$ cat src/rtl/note_seq_pkg.sv
// Shared definitions for the chart sequencer: note codes used by the
// sequencer, hit-judge and note-scroll logic, plus default geometry.
package note_seq_pkg;

    // Default chart geometry
    localparam int NOTE_W_DFLT    = 3;
    localparam int CHART_LEN_DFLT = 64;
    localparam int AW_DFLT        = 6;
    localparam int STEP_W_DFLT    = 8;

    // Note codes; code 0 is a rest and never produces a strobe
    localparam logic [2:0] NOTE_REST   = 3'd0;
    localparam logic [2:0] NOTE_DO     = 3'd1;
    localparam logic [2:0] NOTE_KA     = 3'd2;
    localparam logic [2:0] NOTE_BIG_DO = 3'd3;
    localparam logic [2:0] NOTE_BIG_KA = 3'd4;

endpackage

$ cat src/rtl/note_seq_frame_div.sv
// Tempo counter: counts vsync frames inside one chart step. The step
// length is captured on the first frame of each step so a tempo change
// takes effect cleanly at the next step boundary. A programmed length of
// zero is treated as one frame per step.
module note_seq_frame_div
    import note_seq_pkg::*;
#(
    parameter int STEP_W = STEP_W_DFLT
) (
    input  logic              clk,
    input  logic              rst,
    input  logic              vsync,
    input  logic              en,
    input  logic              clr,
    input  logic [STEP_W-1:0] step_frames,
    output logic              step_start,
    output logic              step_end
);

    logic [STEP_W-1:0] frame_cnt_r;
    logic [STEP_W-1:0] step_reg_r;
    logic [STEP_W-1:0] step_eff_s;
    logic [STEP_W-1:0] step_len_s;
    logic              first_frame_s;
    logic              count_s;

    assign first_frame_s = (frame_cnt_r == {STEP_W{1'b0}});
    assign count_s       = en & vsync;

    // Clamp a zero step length to one frame
    always_comb begin
        step_eff_s = step_frames;
        if (step_frames == {STEP_W{1'b0}}) begin
            step_eff_s = {{(STEP_W-1){1'b0}}, 1'b1};
        end else begin
            step_eff_s = step_frames;
        end
    end

    // Length in force for this frame: on the first frame the freshly
    // clamped value is used so a one-frame step starts and ends together
    always_comb begin
        step_len_s = step_reg_r;
        if (first_frame_s) begin
            step_len_s = step_eff_s;
        end else begin
            step_len_s = step_reg_r;
        end
    end

    assign step_start = count_s & first_frame_s;
    assign step_end   = count_s & (frame_cnt_r == (step_len_s - {{(STEP_W-1){1'b0}}, 1'b1}));

    // Frame counter and captured step length
    always_ff @(posedge clk or negedge rst) begin
        if (!rst) begin
            frame_cnt_r <= {STEP_W{1'b0}};
            step_reg_r  <= {STEP_W{1'b0}};
        end else if (clr) begin
            frame_cnt_r <= {STEP_W{1'b0}};
            step_reg_r  <= step_reg_r;
        end else if (count_s) begin
            if (first_frame_s) begin
                step_reg_r <= step_eff_s;
            end else begin
                step_reg_r <= step_reg_r;
            end
            if (step_end) begin
                frame_cnt_r <= {STEP_W{1'b0}};
            end else begin
                frame_cnt_r <= frame_cnt_r + {{(STEP_W-1){1'b0}}, 1'b1};
            end
        end else begin
            frame_cnt_r <= frame_cnt_r;
            step_reg_r  <= step_reg_r;
        end
    end

endmodule

$ cat src/rtl/note_seq.sv
// Chart sequencer: walks a chart stored in an external ROM at a
// programmable tempo (in vsync frames per step) and emits one-cycle note
// strobes for the hit-judge and note-scroll logic. Supports start/stop,
// pause, loop or one-shot playback and a done flag.
module note_seq
    import note_seq_pkg::*;
#(
    parameter int NOTE_W    = NOTE_W_DFLT,
    parameter int CHART_LEN = CHART_LEN_DFLT,
    parameter int AW        = AW_DFLT,
    parameter int STEP_W    = STEP_W_DFLT
) (
    input  logic                 clk,
    input  logic                 rst,
    input  logic                 vsync,
    input  logic                 start,
    input  logic                 stop,
    input  logic                 pause,
    input  logic                 loop_en,
    input  logic [STEP_W-1:0]    step_frames,
    output logic [AW-1:0]        rom_addr,
    input  logic [NOTE_W-1:0]    rom_data,
    output logic                 note_valid,
    output logic [NOTE_W-1:0]    note_code,
    output logic [AW-1:0]        note_idx,
    output logic [2**NOTE_W-1:0] request,
    output logic                 busy,
    output logic                 done
);

    localparam int              REQ_W    = 2**NOTE_W;
    localparam logic [AW-1:0]   LAST_IDX = AW'(CHART_LEN - 1);
    localparam logic [AW-1:0]   IDX_ONE  = AW'(1);

    // PRIME and FETCH both spend one cycle capturing the ROM word; PRIME
    // is the first fetch after start, FETCH follows every step advance
    typedef enum logic [2:0] {
        ST_IDLE  = 3'd0,
        ST_PRIME = 3'd1,
        ST_RUN   = 3'd2,
        ST_FETCH = 3'd3,
        ST_PAUSE = 3'd4,
        ST_DONE  = 3'd5
    } seq_state_e;

    seq_state_e        state_r;
    logic [AW-1:0]     idx_r;
    logic [AW-1:0]     rom_addr_r;
    logic [NOTE_W-1:0] note_buf_r;
    logic              note_valid_r;
    logic [NOTE_W-1:0] note_code_r;
    logic [AW-1:0]     note_idx_r;
    logic [REQ_W-1:0]  request_r;
    logic              busy_r;
    logic              done_r;

    logic              div_en_s;
    logic              div_clr_s;
    logic              step_start_s;
    logic              step_end_s;
    logic              last_idx_s;
    logic              note_hit_s;

    assign last_idx_s = (idx_r == LAST_IDX);
    assign note_hit_s = (note_buf_r != NOTE_W'(NOTE_REST));

    // Tempo counter runs only while actively playing; start/stop zero it
    always_comb begin
        div_en_s  = 1'b0;
        div_clr_s = 1'b0;
        if (stop || start) begin
            div_clr_s = 1'b1;
        end else if ((state_r == ST_RUN) && !pause) begin
            div_en_s = 1'b1;
        end else begin
            div_en_s = 1'b0;
        end
    end

    note_seq_frame_div #(
        .STEP_W (STEP_W)
    ) u_frame_div (
        .clk         (clk),
        .rst         (rst),
        .vsync       (vsync),
        .en          (div_en_s),
        .clr         (div_clr_s),
        .step_frames (step_frames),
        .step_start  (step_start_s),
        .step_end    (step_end_s)
    );

    // Sequencer FSM with chart index, ROM addressing and registered outputs
    always_ff @(posedge clk or negedge rst) begin
        if (!rst) begin
            state_r      <= ST_IDLE;
            idx_r        <= {AW{1'b0}};
            rom_addr_r   <= {AW{1'b0}};
            note_buf_r   <= {NOTE_W{1'b0}};
            note_valid_r <= 1'b0;
            note_code_r  <= {NOTE_W{1'b0}};
            note_idx_r   <= {AW{1'b0}};
            request_r    <= {REQ_W{1'b0}};
            busy_r       <= 1'b0;
            done_r       <= 1'b0;
        end else begin
            // Strobes default low so every pulse lasts exactly one cycle
            note_valid_r <= 1'b0;
            note_code_r  <= {NOTE_W{1'b0}};
            note_idx_r   <= {AW{1'b0}};
            request_r    <= {REQ_W{1'b0}};
            if (stop) begin
                state_r    <= ST_IDLE;
                idx_r      <= {AW{1'b0}};
                rom_addr_r <= {AW{1'b0}};
                busy_r     <= 1'b0;
                done_r     <= 1'b0;
            end else if (start) begin
                state_r    <= ST_PRIME;
                idx_r      <= {AW{1'b0}};
                rom_addr_r <= {AW{1'b0}};
                busy_r     <= 1'b1;
                done_r     <= 1'b0;
            end else begin
                case (state_r)
                    ST_IDLE: begin
                        state_r <= ST_IDLE;
                        busy_r  <= 1'b0;
                        done_r  <= 1'b0;
                    end
                    ST_PRIME, ST_FETCH: begin
                        // A pending pause still lets the fetch complete
                        note_buf_r <= rom_data;
                        busy_r     <= 1'b1;
                        if (pause) begin
                            state_r <= ST_PAUSE;
                        end else begin
                            state_r <= ST_RUN;
                        end
                    end
                    ST_RUN: begin
                        if (pause) begin
                            state_r <= ST_PAUSE;
                        end else begin
                            if (step_start_s && note_hit_s) begin
                                note_valid_r          <= 1'b1;
                                note_code_r           <= note_buf_r;
                                note_idx_r            <= idx_r;
                                request_r[note_buf_r] <= 1'b1;
                            end
                            if (step_end_s) begin
                                if (!last_idx_s) begin
                                    idx_r      <= idx_r + IDX_ONE;
                                    rom_addr_r <= idx_r + IDX_ONE;
                                    state_r    <= ST_FETCH;
                                end else if (loop_en) begin
                                    idx_r      <= {AW{1'b0}};
                                    rom_addr_r <= {AW{1'b0}};
                                    state_r    <= ST_FETCH;
                                end else begin
                                    state_r <= ST_DONE;
                                    busy_r  <= 1'b0;
                                    done_r  <= 1'b1;
                                end
                            end else begin
                                state_r <= ST_RUN;
                            end
                        end
                    end
                    ST_PAUSE: begin
                        // Counters are frozen; resume at the held frame count
                        busy_r <= 1'b1;
                        if (pause) begin
                            state_r <= ST_PAUSE;
                        end else begin
                            state_r <= ST_RUN;
                        end
                    end
                    ST_DONE: begin
                        state_r <= ST_DONE;
                        busy_r  <= 1'b0;
                        done_r  <= 1'b1;
                    end
                    default: begin
                        state_r <= ST_IDLE;
                        busy_r  <= 1'b0;
                        done_r  <= 1'b0;
                    end
                endcase
            end
        end
    end

    assign rom_addr   = rom_addr_r;
    assign note_valid = note_valid_r;
    assign note_code  = note_code_r;
    assign note_idx   = note_idx_r;
    assign request    = request_r;
    assign busy       = busy_r;
    assign done       = done_r;

endmodule
$ cat config.mk
export PLATFORM = sky130hd
export DESIGN_NAME = note_seq
export DESIGN_NICKNAME = d
export VERILOG_FILES = /design/src/rtl/note_seq_pkg.sv /design/src/rtl/note_seq_frame_div.sv /design/src/rtl/note_seq.sv
export SDC_FILE = /design/constraint.sdc
export NUM_CORES = 1
export LEC_CHECK = 0
export ABC_AREA = 0
export BUFFER_PORTS_ARGS = -buffer_cell sky130_fd_sc_hd__buf_4
export CORE_MARGIN = 3
export CORE_UTILIZATION = 53
export CTS_CLUSTER_SIZE = 40
export DETAILED_ROUTE_END_ITERATION = 10
export PLACE_DENSITY = 0.76
export REMOVE_ABC_BUFFERS = 1
export SYNTH_ARGS = -nofsm -noshare
export SYNTH_HDL_FRONTEND = slang
export SYNTH_HIERARCHICAL = 1
export SYNTH_SLANG_ARGS = --single-unit
export TNS_END_PERCENT = 20
$ cat constraint.sdc
create_clock -name clk -period 7.3 [get_ports clk]
set_clock_uncertainty 0.15 [all_clocks]
set_input_delay 0.73 -clock clk [delete_from_list [all_inputs] [get_ports clk]]
set_output_delay 0.73 -clock clk [all_outputs]
set_load 0.01 [all_outputs]
==> results.py <==
metrics = {
    "final_layout": {
        "fill_cells": 393,
        "drive_gt1_share_pct": 21.8,
        "syn2layout_area_growth_pct": 16.8,
        "antenna_cells": 0,
        "stdcell_count": 368,
        "final_cell_mix": "dfrtp_1 (48), buf_4 (45), nor2_1 (21)",
        "final_common_cell": "dfrtp_1",
        "design_area_mm2": 0.00302,
        "final_nets": 327,
    },
    "pwr": {
        "p_clk_share_pct": 29.8,
        "p_int_w": 0.000354,
        "power_frac_seq_pct": 60.7,
        "p_leak_nw": 1.35,
        "p_per_area_mw_per_mm2": 153,
        "comb_power_share_pct": 9.5,
        "netSwitchingFraction_pct": 23.4,
        "vdd_ir_drop_max_v": 0.000131,
        "p_switching_w": 0.000108,
    },
    "run_status": {
        "status": "completed",
    },
    "setup_path": {
        "cp.required_ns": 7.36,
        "crit_path_end": "rom_addr[4]$_DFFE_PN0P_",
        "cpPeakStageDelay_ns": 0.49,
        "cp_slowest_cell": "nor4_4",
        "worstSetupStartpoint": "u_frame_div/frame_cnt_r[0]$_DFFE_PN0P_",
        "worstPathArrival_ns": 4.58,
        "timing.rr.start": "u_frame_div/frame_cnt_r[0]$_DFFE_PN0P_",
        "crit_fanout": 12,
        "criticalPathCategory": "reg2reg",
        "rr_worst_depth": 15,
        "path_cells": "inv_1, ha_1, nor4b_1, buf_4, nand2_1, mux2i_1, ha_1, o21ai_0, xnor2_1, nand3_1, nor4_4, nand2b_1, or3_1, or4_1, a21oi_1",
        "rr_endpoint": "rom_addr[4]$_DFFE_PN0P_",
        "critPathMostFrequentCell": "ha_1",
        "start_kind": "register",
        "cp-end-kind": "register",
        "ff2ff_setup_slack_ns": 2.78,
    },
    "global_route": {
        "first_global_vias": 1984,
        "track_usage_pct": 20.9,
        "overflow": 0,
        "use_met1_pct": 27.2,
        "grt-busiest-layer": "met2",
        "grt_util_met3_pct": 4.09,
        "grtUsageMet2_pct": 35.6,
        "antenna_found_initial": 0,
        "grt_max_degree": 49,
        "grt_pass1_wl_um": 9240,
    },
    "route": {
        "route.vias.total": 2181,
        "wl_per_cell_um": 15.6,
        "drt-total-wl_um": 5740,
        "dr.pass1.iters": 4,
        "viasPerCell": 5.93,
        "drtIter0Drc": 103,
        "drtAntennaViolNets": 0,
        "route.detailed.drc": 0,
    },
    "clock_network": {
        "clock_latency_ns": 0.29,
        "htreeDepth": 2,
        "cts_buffers": 5,
        "cts_tree": "done",
        "path_clk_slew_ns": 0.08,
        "clock_path_buffers": 2,
        "cts.root.buffer_cell": "clkbuf_8",
        "hold_buffers": 0,
        "post-cts-setup-buffers": 0,
        "clock_sinks": 48,
        "cts.repair.resized": 0,
    },
    "logic_synthesis": {
        "syn_avg_cell_area_um2": 9.79,
        "ys_seq_area_share_pct": 46.5,
        "async_flop_share_pct": 100,
        "synth_edf_count": 0,
        "synthCells": 264,
        "ys_warn_count": 6,
        "ys.flop_type": "dfrtp_1",
        "syn_area_mm2": 0.00258,
        "synth_cell_types": 49,
        "ys_ff_latch": 48,
    },
    "timing": {
        "grt_setup_unrepaired": "no",
        "setup_viol": 0,
        "finalHoldViolCount": 0,
        "max_slew_margin_pct": 59.7,
        "fin_crit_sh_pct": 62.0,
        "hold-worst-slack_ns": 0.298,
        "fmax_ghz": 0.221,
        "min_period_ns": 4.52,
        "drv_slew": 0,
        "setup_tns_ns": 0,
        "worst_pin_slew_ns": 0.605,
    },
    "die": {
        "core_area_mm2": 0.00453,
        "fp.dieW_um": 75.8,
        "fp.dieH_um": 75.8,
        "ios": 44,
        "die_area_mm2": 0.00575,
        "start_util_pct": 57.0,
        "rows": 24,
    },
    "placed_design": {
        "routabilityCongestion": 0.903,
        "placed_area_mm2": 0.00295,
        "dp.final_hpwl_um": 4170,
        "dp_cells": 363,
        "io_buffers": 43,
    },
    "hold_path": {
        "hp-class": "in2async",
    },
    "run": {
        "max_cap_violations": 0,
    },
}
-- kinds of logic after synthesis --
group	share of synthesized area [%]
simple gates	24.0
flops	46.5
mux	5.52
xor+xnor	3.73
compound gates	14.6
buf+inv	3.63
fa+ha+maj	1.94
other cells	0.145
-- routing by layer --
metal / part of all wire, % / vias to the layer above
met5: 0 / -
met4: 0.33 / 0
met3: 4.8 / 2
met2: 50 / 74
met1: 45 / 1053
li1: - / 1052
-- cells in the mapped netlist, types with 5 or more instances --
library cell,count,area share (%)
a21oi_1,10,1.9
and2_1,11,2.7
clkbuf_1,6,0.87
dfrtp_1,48,46
inv_1,11,1.6
mux2_2,10,4.4
nand2_1,11,1.6
nand3_1,10,1.9
nor2_1,21,3.0
nor3_1,15,2.9
nor4_1,5,1.2
o21ai_0,15,2.9
or3_1,7,1.7
xnor2_1,7,2.4
-- state kept, by name, indices dropped and copies added (netlist names) --
name and count:
busy 1, rom_addr 6, note_valid 1, note_buf_r 3
note_idx 6, note_code 3, done 1, u_frame_div/frame_cnt_r 8
u_frame_div/step_reg_r 8, state_r 3, request 8
-- worst min-delay path by stage --
stage,startpoint,endpoint,slack [ns],depth (start not counted)
2_1_floorplan,rst,busy$_DFFE_PN0P_,0.28,0
3_3_place_gp,u_frame_div/step_reg_r[7]$_DFFE_PN0P_,u_frame_div/step_reg_r[7]$_DFFE_PN0P_,0.37,1
3_5_place_dp,u_frame_div/step_reg_r[7]$_DFFE_PN0P_,u_frame_div/step_reg_r[7]$_DFFE_PN0P_,0.38,1
4_1_cts,rst,u_frame_div/step_reg_r[0]$_DFFE_PN0P_,0.32,1
5_1_grt,rst,u_frame_div/step_reg_r[1]$_DFFE_PN0P_,0.33,1
6_report,rst,u_frame_div/step_reg_r[2]$_DFFE_PN0P_,0.30,1
-- cell type report --
type | count | area [um^2] | area share, %
inverters | 11 | 41.3 | 1.37
clock buffers | 5 | 68.8 | 2.28
repair buffers | 45 | 338 | 11.2
flip-flops and latches | 48 | 1200 | 39.8
multi-input cells | 194 | 1290 | 42.7
well taps | 65 | 81.3 | 2.69
-- power by group through the flow --
stage / Clock (W) / Sequential (W) / Combinational [W]
2_1_floorplan: 0 / 0.000284 / 0.0000234
3_3_place_gp: 0 / 0.000286 / 0.0000435
3_5_place_dp: 0 / 0.000286 / 0.0000441
4_1_cts: 0.000144 / 0.000281 / 0.0000442
5_1_grt: 0.000153 / 0.000283 / 0.0000485
6_report: 0.000138 / 0.000281 / 0.0000439
-- metrics by stage --
stage / setup WS (ns) / util (%) / total power, W
3_3_place_gp: 2.73 / 65.1 / 0.000329
5_1_grt: 2.31 / 66.6 / 0.000485
6_report: 2.78 / 66.6 / 0.000463
2_1_floorplan: 2.60 / - / 0.000307
4_1_cts: 2.80 / 66.6 / 0.000470
3_5_place_dp: 2.63 / 65.1 / 0.000330
-- critical path, delay by kind of cell, from the launching register on --
family                   cells  cell delay, ns
flip-flops                   1            0.45
buffers and inverters        2            0.37
multiplexers                 1            0.30
AO/OA/AOI/OAI                2            0.30
AND/OR/NAND/NOR              7            2.18
adder cells (fa/ha/maj)      2            0.46
XOR/XNOR                     1            0.20
Note: power is estimated with default switching activity, not from simulation.
